[src/rtl/trace_pkg.sv]
// rtl/trace_pkg.sv - shared types and widths for the trace queue
package trace_pkg;

    typedef logic [31:0] trace_ts_t;

    localparam int DROP_CNT_W   = 16;
    localparam int TRACE_DATA_W = 32;

    // Entry layout {ts, data} at the default element width.
    typedef struct packed {
        trace_ts_t                 ts;
        logic [TRACE_DATA_W-1:0]   data;
    } trace_entry_t;

endpackage

[src/rtl/trace_queue_ram.sv]
// rtl/trace_queue_ram.sv - DEPTH x W register array, one write port, async read port
module trace_queue_ram #(
    parameter int DEPTH = 8,
    parameter int W     = 32
) (
    input  logic                     clk,
    input  logic                     rst_n,
    input  logic                     we_i,
    input  logic [$clog2(DEPTH)-1:0] waddr_i,
    input  logic [W-1:0]             wdata_i,
    input  logic [$clog2(DEPTH)-1:0] raddr_i,
    output logic [W-1:0]             rdata_o
);

    logic [W-1:0] mem_q [DEPTH];

    // Cleared on reset so the head output never carries X.
    always_ff @(posedge clk) begin
        if (!rst_n) begin
            for (int i = 0; i < DEPTH; i++) begin
                mem_q[i] <= '0;
            end
        end else if (we_i) begin
            mem_q[waddr_i] <= wdata_i;
        end
    end

    assign rdata_o = mem_q[raddr_i];

endmodule

[src/rtl/trace_queue.sv]
// rtl/trace_queue.sv - trace FIFO with overflow policy and drop counter; TRACE_QUEUE_TIMESTAMP_EN adds out_ts
module trace_queue
    import trace_pkg::*;
#(
    parameter int DEPTH            = 8,
    parameter int WIDTH            = 32,
    parameter int AF_LEVEL         = DEPTH - 2,
    parameter bit OVERWRITE_OLDEST = 1'b1
) (
    input  logic                    clk,
    input  logic                    rst_n,
    input  logic                    in_valid,
    input  logic [WIDTH-1:0]        in_data,
    output logic                    out_valid,
    input  logic                    out_ready,
    output logic [WIDTH-1:0]        out_data,
    output logic [$clog2(DEPTH):0]  count,
    output logic                    almost_full,
    output logic                    overflow,
    input  logic                    overflow_clr,
`ifdef TRACE_QUEUE_TIMESTAMP_EN
    output trace_ts_t               out_ts,
`endif
    output logic [DROP_CNT_W-1:0]   drop_count
);

    localparam int PW = $clog2(DEPTH);
    localparam int CW = PW + 1;
`ifdef TRACE_QUEUE_TIMESTAMP_EN
    localparam int EW = $bits(trace_ts_t) + WIDTH;
`else
    localparam int EW = WIDTH;
`endif

    logic [PW-1:0]         wr_ptr_q, wr_ptr_d, rd_ptr_q, rd_ptr_d;
    logic [CW-1:0]         count_q, count_d;
    logic                  af_q;
    logic                  ovf_q, ovf_d;
    logic [DROP_CNT_W-1:0] dc_q, dc_d;
    logic                  push, pop, full, wr_en, drop;
    logic [EW-1:0]         wdata, rdata;

`ifdef TRACE_QUEUE_TIMESTAMP_EN
    trace_ts_t ts_q;

    always_ff @(posedge clk) begin
        if (!rst_n) ts_q <= '0;
        else        ts_q <= ts_q + 32'd1;
    end

    assign wdata    = {ts_q, in_data};
    assign out_ts   = rdata[EW-1:WIDTH];
    assign out_data = rdata[WIDTH-1:0];
`else
    assign wdata    = in_data;
    assign out_data = rdata;
`endif

    assign push = in_valid;
    assign pop  = out_valid && out_ready;
    assign full = (count_q == CW'(DEPTH));

    always_comb begin
        wr_en    = 1'b0;
        drop     = 1'b0;
        wr_ptr_d = wr_ptr_q;
        rd_ptr_d = rd_ptr_q;
        count_d  = count_q;
        if (push && pop) begin
            wr_en    = 1'b1;
            wr_ptr_d = wr_ptr_q + PW'(1);
            rd_ptr_d = rd_ptr_q + PW'(1);
        end else if (push && !full) begin
            wr_en    = 1'b1;
            wr_ptr_d = wr_ptr_q + PW'(1);
            count_d  = count_q + CW'(1);
        end else if (push) begin
            // Full with no pop: either the oldest or the incoming element is lost.
            drop = 1'b1;
            if (OVERWRITE_OLDEST) begin
                wr_en    = 1'b1;
                wr_ptr_d = wr_ptr_q + PW'(1);
                rd_ptr_d = rd_ptr_q + PW'(1);
            end
        end else if (pop) begin
            rd_ptr_d = rd_ptr_q + PW'(1);
            count_d  = count_q - CW'(1);
        end

        ovf_d = overflow_clr ? 1'b0 : (ovf_q | drop);
        if (overflow_clr)            dc_d = '0;
        else if (drop && dc_q != '1) dc_d = dc_q + DROP_CNT_W'(1);
        else                         dc_d = dc_q;
    end

    always_ff @(posedge clk) begin
        if (!rst_n) begin
            wr_ptr_q <= '0;
            rd_ptr_q <= '0;
            count_q  <= '0;
            af_q     <= 1'b0;
            ovf_q    <= 1'b0;
            dc_q     <= '0;
        end else begin
            wr_ptr_q <= wr_ptr_d;
            rd_ptr_q <= rd_ptr_d;
            count_q  <= count_d;
            af_q     <= (count_d >= CW'(AF_LEVEL));
            ovf_q    <= ovf_d;
            dc_q     <= dc_d;
        end
    end

    trace_queue_ram #(
        .DEPTH (DEPTH),
        .W     (EW)
    ) u_ram (
        .clk     (clk),
        .rst_n   (rst_n),
        .we_i    (wr_en),
        .waddr_i (wr_ptr_q),
        .wdata_i (wdata),
        .raddr_i (rd_ptr_q),
        .rdata_o (rdata)
    );

    assign out_valid   = (count_q != '0);
    assign count       = count_q;
    assign almost_full = af_q;
    assign overflow    = ovf_q;
    assign drop_count  = dc_q;

endmodule

[config.mk]
export PLATFORM = sky130hd
export DESIGN_NAME = trace_queue
export DESIGN_NICKNAME = d
export VERILOG_FILES = /design/src/rtl/trace_pkg.sv /design/src/rtl/trace_queue_ram.sv /design/src/rtl/trace_queue.sv
export SDC_FILE = /design/constraint.sdc
export NUM_CORES = 1
export LEC_CHECK = 0
export ABC_CLOCK_PERIOD_IN_PS = 3900
export BUFFER_PORTS_ARGS = -buffer_cell sky130_fd_sc_hd__buf_2
export CORE_UTILIZATION = 55
export CTS_CLUSTER_DIAMETER = 100
export DETAILED_ROUTE_END_ITERATION = 16
export GPL_ROUTABILITY_DRIVEN = 0
export PLACE_DENSITY = 0.83
export SLEW_MARGIN = 10
export SYNTH_ARGS = -nofsm -noshare
export SYNTH_HDL_FRONTEND = slang
export SYNTH_SLANG_ARGS = --single-unit
[constraint.sdc]
create_clock -name clk -period 3.9 [get_ports clk]
set_input_delay 0.39 -clock clk [delete_from_list [all_inputs] [get_ports clk]]
set_output_delay 0.39 -clock clk [all_outputs]
set_load 0.005 [all_outputs]
Yosys cells after proc, flatten, opt, wreduce, memory -nomap -nowiden. Memory sizes are Yosys's and may differ from the RTL's. A register that Yosys moved wholly into a read port is not among the register bits. Index checks and enable logic that the tools add are counted. Widths: inputs -> output; s select.

Word-level logic and storage cells: 54. Memory bits (writable): 256. Memories kept: 1. Register bits: 28.

Multiplexer cells: 25. Reductions and logical operators: 11. Add/subtract/negate cells: 5. Magnitude comparators: 1. Bitwise gates (word level): 2. Equal/unequal tests: 3.

Memory list: u_ram.mem_q (words 8, bits a word 32, read ports 1, clocked after memory_dff 1, wr ports 8, RTL line trace_queue_ram.sv:15) `logic [W-1:0] mem_q [DEPTH];`.

Operator list (number): $mux 32 (1); $reduce_or 32->1 (1); $mux 3 (10); $add 16x1->16 const B (1); $mux 4 (4); $ne 16x16->1 const B (1); $mux 1 (10); $add 3x1->3 const B (2); $reduce_bool 3->1 (2); $add 4x1->4 const B (1); $eq 4x4->1 const B (1); $ge 4x3->1 const B (1); $logic_and 1x1->1 (4); $reduce_bool 4->1 (1); $sub 4x1->4 const B (1); $ne 2x2->1 const B (1); $reduce_and 2->1 (1); $reduce_or 2->1 (1); $logic_not 1->1 (1); $not 1->1 (1); $or 1x1->1 (1).

Longest topological paths before layout. Gate-level depths: netlist of the first run.

Word-level depth: 10. Mapped depth: 7.

Cells and area by module. From an unflattened synthesis of the first run, not the netlist that was laid out.

Cell total of the unflattened synthesis: 899. Area total of the unflattened synthesis: 12985.0 µm².

Modules (own cells, without submodules): trace_queue_ram (area an instance 11458.5 µm², cells an instance 729, seq. area each 7687.4 µm², times used 1); trace_queue (area an instance 1526.5 µm², cells an instance 170, seq. area each 560.5 µm², times used 1).

Least setup slack after synthesis of the first run. No wires, ideal clock.

Path type: input -> register. Start: input in_valid. End: memory u_ram.mem_q[6][0], enable pin. Arrival: 3.121 ns. Stages on the path: 3. Slack: 0.314 ns. Cell sequence: buf_2 > nand3b_1 > o21ai_0.

RTL lines: start: declaration (RTL line trace_queue.sv:12) `input logic in_valid,`; end: declaration (RTL line trace_queue_ram.sv:15).

==> results of run 1 <==
[layer usage]
layer / GRT usage / wire length (um) / vias to the layer above
met3: 0.0331 / 1380 / 37
met5: 0 / 0 / -
met2: 0.398 / 13300 / 223
met4: 0.0602 / 578 / 0
met1: 0.286 / 10600 / 3561
li1: - / - / 3290
[sequential cells by signal, summed over array words and instances, names as in the netlist, named ones only]
name and count:
count 4, wr_ptr_q 3, u_ram.mem_q 256, almost_full 1, drop_count 16, overflow 1
rd_ptr_q 3
[kinds of logic after synthesis]
group / Yosys count / share of synthesized area
and+or+nand+nor: 346 / 0.163
DFF: 287 / 0.639
buffers and inverters: 58 / 0.0228
muxes: 101 / 0.143
xor gates and xnor gates: 19 / 0.0128
AOI/OAI and AO/OA: 29 / 0.0145
adders and majority gates: 5 / 0.00481
[cell type report]
| type | instances | share of cell area |
|---|---|---|
| inverters | 8 | 0.00203 |
| clock buffers | 37 | 0.0553 |
| clock inverters | 16 | 0.00837 |
| repair buffers | 113 | 0.0428 |
| multi-input cells | 500 | 0.303 |
| well taps | 313 | 0.0264 |
| diodes | 1 | 0.000169 |
| flip-flops and latches | 287 | 0.562 |
[per-stage QoR]
step / std cells / total power, mW / instance area, um2
detailed placement: 1221 / 5.22 / 13900
finish: 1275 / 7.85 / 14800
global route: 1274 / 8.14 / 14800
global placement: 1221 / 5.19 / 13900
floorplan: 845 / 4.78 / 13000
CTS: 1274 / 7.93 / 14800
[power groups by stage]
stage	Combinational, mW	Sequential (mW)	Clock [mW]
global route	1.58	3.69	2.87
global placement	1.47	3.72	0
detailed placement	1.48	3.73	0
CTS	1.49	3.67	2.76
floorplan	1.17	3.61	0
finish	1.47	3.66	2.72
[cells in the final DEF (no fill, tap or decap), types with 8 or more instances in the layout]
master,instances
xnor2_1,12
nand3_1,8
and2_1,257
buf_4,21
nor2_1,29
edfxtp_1,256
mux4_2,64
clkbuf_16,32
dfxtp_1,28
nand2_1,8
buf_2,91
mux2_2,32
[worst max path at each step]
stage,startpoint,to,slack (ps)
after floorplan,in_valid,u_ram.mem_q[6][0]$_SDFFCE_PN0P_,310
after global routing,register,out_data[1],700
final,register,out_data[1],840
after detailed placement,rst_n,u_ram.mem_q[2][22]$_SDFFCE_PN0P_,1180
after CTS,register,out_data[1],770
after global placement,rst_n,u_ram.mem_q[0][20]$_SDFFCE_PN0P_,1260
[critical path, stage by stage (launching register included)]
cell	delay (ps)
dfxtp_4	720
buf_4	370
mux4_2	580
mux2_2	300
buf_2	130
==> metrics.yaml, run 1 <==
status: "complete, no violations"
die_area_um2: 24200
fin_tns_setup_ps: 0
maxCapViolCount: 0
die_width_um: 156
row_count: 55
pwr_density_cell_nw_per_um2: 530
min_delay_path_depth: 2
multi_input_area_um2: 4490
grt_use_total: 0.223
setup_ws_ps: 842
wl_um: 25900
h-tree-depth: 1
seqPwrFrac: 0.466
timing.final.crit_share: 0.784
synth_edf_count: 256
cts_tree: "built"
crit_path_max_fanout: 27
cts_resized: 0
start_util: 0.567
core-area_um2: 22900
netlist.area_leader.share: 0.592
dp_slack_ps: 1180
drc: 0
worstReg2RegStart: "wr_ptr_q[0]$_SDFFE_PN0P_"
holdCritStartpoint: "in_data[10]"
worst-r2r-cell-count: 3
yosysMostFrequentCell: "and2_1"
crit_path_end_kind: "output port"
fin_util: 0.646
io_pins: 92
nNetsFinal: 981
grt_first_pass_wirelength_um: 40700
grt_max_degree: 65
die_h_um: 156
synth_area_leader_cell: "edfxtp_1"
clock_skew_ps: 26.0
ir_drop_mv: 0.362
crit_path_start_kind: "register"
async_flop_share: 0
switchingPower_mw: 1.92
pwr-share-comb: 0.187
synth_area_per_cell_um2: 15.4
intPower_mw: 5.93
period_needed_ps: 3060
fin_hold_ws_ps: 203
drt_iter0_drc: 425
slew_violations: 0
seq_area_frac_synth: 0.639
leakagePower_nw: 5.50
synth_area_um2: 13000
tightest_slew_ps: 983
numCtsBuffers: 29
fmax_mhz: 327
ys.flop_type: "edfxtp_1"
setup_violations: 0
yosysWarnings: 0
clkPwrFrac: 0.347
ys_types: 53
crit_required_ps: 3510
cts_hold_buf: 0
ys_seq_elements: 287
hold_violations: 0
ant_nets: 0
synth_nets: 887
clock_latency_ps: 550
swShare: 0.244
fill_cells: 1595
crit_type: "reg -> out"
r2r-end: "u_ram.mem_q[2][22]$_SDFFCE_PN0P_"
drive_gt1_frac: 0.291
antenna_found_initial: 1
io_buffers: 91
min_path_type: "in -> reg"
area_growth_pct: 13.9
wire_per_inst_um: 20.3
first_pass_iters: 4
rsz0062_at_grt: "no"
route.vias.total: 7111
cts_sinks: 287
first_global_vias: 7459
worstHoldEndpoint: "u_ram.mem_q[5][10]$_SDFFCE_PN0P_"
regArea_um2: 8310
synth_commonest_cells: "257 x and2_1, 256 x edfxtp_1, 64 x mux4_2"
arrival_ps: 2670
synthesis.instances: 845
path_clk_slew_ps: 60
cts_setup_buffers: 0
r2r_setup_slack_ps: 1550
synthTopCellsByArea: "edfxtp_1 59%, and2_1 12%, mux4_2 11%"
dp_hpwl_um: 15600
clockBufferDepth: 3
relSlewSlack: 0.344
post_drt_via_cell_ratio: 5.58
clockRootBuffer: "clkbuf_16"
gr-total-overflow: 0
No activity file was read; power rests on OpenSTA's default activity.
==> inputs of run 2 (changes only) <==
- ABC_CLOCK_PERIOD_IN_PS: 3900 -> 3200
- clock period: 3.9 -> 3.2 ns (I/O delays scaled with it)
==> metrics.yaml, run 2 (synthesis results as in run 1) <==
relSlewSlack: 0.344
crit_required_ps: 2880
post-place-cells: 1226
grt_first_pass_wirelength_um: 40700
cts_setup_buffers: 0
arrival_ps: 2410
post_drt_via_cell_ratio: 5.59
h-tree-depth: 1
crit_type: "reg -> out"
io_buffers: 91
layout_common_cells: "257 x and2_1, 256 x edfxtp_1, 91 x buf_2"
final_cell_area_um2: 14800
first_pass_iters: 7
placed_area_um2: 13900
worstSetupEndpoint: "out_data[6]"
fill_cells: 1606
hold_violations: 0
cts_resized: 0
rsz0062_at_grt: "no"
status: "complete, no violations"
clock_skew_ps: 20.6
min_path_type: "in -> reg"
largest_register_ffs: 256
ant_nets: 0
largest_register: "u_ram.mem_q"
ir_drop_mv: 0.447
numCtsBuffers: 29
antenna_found_initial: 1
tightest_slew_ps: 983
slew_violations: 0
die_area_um2: 24200
cts_tree: "built"
grt_max_degree: 48
worst-r2r-cell-count: 4
pwr_density_cell_nw_per_um2: 641
wire_per_inst_um: 20.6
setup_ws_ps: 475
route.vias.total: 7163
cts_hold_buf: 0
wl_um: 26300
clockBufferDepth: 3
r2r_setup_slack_ps: 1160
gr-total-overflow: 0
nNetsFinal: 986
setup_violations: 0
die_h_um: 156
io_pins: 92
row_count: 55
drt_iter0_drc: 588
path_clk_slew_ps: 60
maxCapViolCount: 0
first_global_vias: 7337
fin_hold_ws_ps: 131
instances_no_fill: 1281
p_total_mw: 9.51
dp_slack_ps: 806
final_common_cell: "and2_1"
period_needed_ps: 2730
leakagePower_nw: 5.52
start_util: 0.567
die_width_um: 156
fmax_mhz: 367
clock_latency_ps: 550
grt_use_total: 0.224
crit_path_start_kind: "register"
core-area_um2: 22900
clockRootBuffer: "clkbuf_16"
crit_path_end_kind: "output port"
cts_sinks: 287
area_growth_pct: 14.2
drive_gt1_frac: 0.296
timing.final.crit_share: 0.852
drc: 0
crit_path_max_fanout: 14
worstReg2RegStart: "wr_ptr_q[0]$_SDFFE_PN0P_"
dp_hpwl_um: 15700
r2r-end: "u_ram.mem_q[6][29]$_SDFFCE_PN0P_"
[run 2: cell type report]
type                    instances  area, um2  share of cell area
repair buffers                118        721              0.0485
inverters                       8       30.0             0.00202
flip-flops and latches        287       8310               0.560
clock buffers                  34        744              0.0501
diodes                          1       2.50            0.000169
multi-input cells             500       4490               0.303
clock inverters                20        153              0.0103
well taps                     313        392              0.0264
[run 2: power by group]
group	internal (mW)	total, mW	switching [mW]
Combinational	1.03	1.89	0.861
Clock	1.82	3.23	1.40
Sequential	4.27	4.39	0.122
[run 2: per-layer routing]
layer / vias up / global-route usage / wire, um
li1: 3297 / - / -
met1: 3590 / 0.304 / 10800
met2: 229 / 0.380 / 13400
met3: 47 / 0.0336 / 1640
met4: 0 / 0.0621 / 573
met5: - / 0 / 0
[run 2: worst min-delay path by stage]
stage	startpoint	endpoint	slack, ps	cells past startpoint
finish	in_data[10]	u_ram.mem_q[1][10]$_SDFFCE_PN0P_	130	2
global route	in_data[23]	u_ram.mem_q[5][23]$_SDFFCE_PN0P_	140	2
CTS	in_data[23]	u_ram.mem_q[5][23]$_SDFFCE_PN0P_	120	2
detailed placement	overflow$_SDFF_PP0_	overflow$_SDFF_PP0_	460	2
global placement	overflow$_SDFF_PP0_	overflow$_SDFF_PP0_	450	2
floorplan	rst_n	count[3]$_SDFF_PN0_	460	1
[run 2: stage by stage]
stage,utilization,TNS (ps)
2_1_floorplan,-,-38170
5_1_grt,0.648,0
3_5_place_dp,0.609,0
4_1_cts,0.648,0
3_3_place_gp,0.609,0
6_report,0.648,0
[run 2: critical path: stages (launching register included)]
cell	delay (ps)
dfxtp_4	480
buf_4	340
mux4_2	580
mux2_2	300
buf_2	130
==> inputs of run 3 (changes only) <==
- ABC_AREA: default -> 1
==> metrics.yaml, run 3 <==
worst-path-stages: 6
tightest_slew_ps: 845
fin_tns_setup_ps: 0
numCtsBuffers: 29
relSlewSlack: 0.436
start_util: 0.564
ys.flop_type: "edfxtp_1"
min_path_type: "in -> reg"
worstSetupEndpoint: "out_data[28]"
crit_path_max_fanout: 80
fmax_mhz: 364
cts_tree: "built"
synth_area_per_cell_um2: 9.81
cp_slowest_cell: "dfxtp_4"
die_width_um: 155
cts_sinks: 287
synthesis.instances: 1310
diodes: 0
clockBufferDepth: 3
post_drt_via_cell_ratio: 5.73
crit_path_end_kind: "output port"
nNetsFinal: 1419
grt_first_pass_wirelength_um: 49700
timing.final.crit_share: 0.859
wl_um: 31300
path_clk_slew_ps: 60
first_global_vias: 9801
cts_setup_buffers: 0
layout_common_cells: "468 x nor2_1, 256 x edfxtp_1, 181 x nand2_1"
drc: 0
crit_family: "flip-flops"
synth_nets: 1352
rsz0062_at_grt: "no"
ys_seq_elements: 287
setup_violations: 0
status: "complete, no violations"
period_needed_ps: 2750
synth_area_um2: 12900
pwr_density_cell_nw_per_um2: 642
clock_latency_ps: 550
crit_type: "reg -> out"
dp_hpwl_um: 17900
seq_area_frac_synth: 0.646
yosysWarnings: 0
async_flop_share: 0
hold_violations: 0
path_cells: "buf_12 -> o21ai_0 -> o32ai_1 -> nand2_1 -> nand2_1 -> buf_2"
grt_use_total: 0.266
ys_types: 30
r2r-end: "drop_count[3]$_SDFFE_PP0P_"
crit_path_start_kind: "register"
crit_required_ps: 2880
synthTopCellsByArea: "edfxtp_1 60%, nor2_1 14%, nand2_1 5.5%"
die_area_um2: 24000
netlist.area_leader.share: 0.598
h-tree-depth: 1
drt_iter0_drc: 1180
largest_register: "u_ram.mem_q"
worst-r2r-cell-count: 8
leakagePower_nw: 5.98
gr-total-overflow: 0
maxCapViolCount: 0
antenna_found_initial: 1
largest_register_ffs: 256
synth_edf_count: 256
clockRootBuffer: "clkbuf_16"
final_common_cell: "nor2_1"
ir_drop_mv: 0.685
die_h_um: 155
synth_area_leader_cell: "edfxtp_1"
yosysMostFrequentCell: "nor2_1"
row_count: 55
ant_nets: 0
io_pins: 92
cp_common_cell: "nand2_1"
path_buf_inv: 2
drive_gt1_frac: 0.136
cts_resized: 0
core-area_um2: 22800
area_growth_pct: 13.9
fin_util: 0.643
grt_max_degree: 129
first_pass_iters: 5
io_buffers: 91
worstReg2RegStart: "drop_count[0]$_SDFFE_PP0P_"
clock_skew_ps: 16.5
r2r_setup_slack_ps: 1190
slew_violations: 0
cts_hold_buf: 0
wire_per_inst_um: 18.3
route.vias.total: 9818
arrival_ps: 2430
cpPeakStageDelay_ps: 880
synth_commonest_cells: "468 x nor2_1, 256 x edfxtp_1, 189 x nand2_1"
-- run 3: final cells by class --
class | instances | area, um2
fillers | 1713 | 8140
clock inverters | 24 | 226
inverters | 68 | 258
multi-input cells | 876 | 3970
clock buffers | 30 | 729
flip-flops and latches | 287 | 8320
repair buffers | 115 | 748
well taps | 313 | 392
-- run 3: metal layers --
layer | wire length, um | GRT usage | vias up
met5 | 12 | 0 | -
met4 | 789 | 0.0943 | 2
met3 | 3000 | 0.0421 | 73
met2 | 15600 | 0.457 | 486
met1 | 11900 | 0.343 | 4699
li1 | - | - | 4558
-- run 3: logic make-up (layout without fill, tap and decap cells) --
logic type,count (synthesis),in the layout,share of synthesized area
flops,287,287,0.646
compound gates,164,164,0.0860
buf+inv,147,237,0.0460
fa+ha+maj,5,5,0.00487
simple gates,698,698,0.211
xor+xnor,9,9,0.00613
-- run 3: tightest hold or removal path: stages --
cell,delay (ps)
buf_2,80
nor2_1,40
o21ai_0,60
a21oi_1,40
-- run 3: power by group --
part / switching [mW] / internal [mW]
logic: 1.02 / 0.570
registers: 0.143 / 4.26
clock network: 1.42 / 1.98
total: 2.58 / 6.81
-- run 3: metrics by stage --
stage | hold WS, ps | worst slack (ps) | cells | instance area [um2] | power, mW
floorplan | 448 | 1010 | 1310 | 12900 | 5.47
global placement | 446 | 946 | 1659 | 13700 | 5.96
detailed placement | 469 | 877 | 1659 | 13700 | 6.04
CTS | 33.5 | 480 | 1713 | 14600 | 9.40
global route | 63.7 | 272 | 1713 | 14600 | 9.75
finish | 48.1 | 452 | 1713 | 14600 | 9.39
-- run 3: worst min path at each step --
stage,from,cells after the start,slack [ps],end
global route,overflow_clr,4,60,drop_count[0]$_SDFFE_PP0P_
finish,overflow_clr,4,50,drop_count[0]$_SDFFE_PP0P_
global placement,overflow$_SDFF_PP0_,2,450,overflow$_SDFF_PP0_
CTS,overflow_clr,4,30,drop_count[0]$_SDFFE_PP0P_
floorplan,rd_ptr_q[0]$_SDFFE_PN0P_,1,450,register
detailed placement,overflow$_SDFF_PP0_,2,470,overflow$_SDFF_PP0_
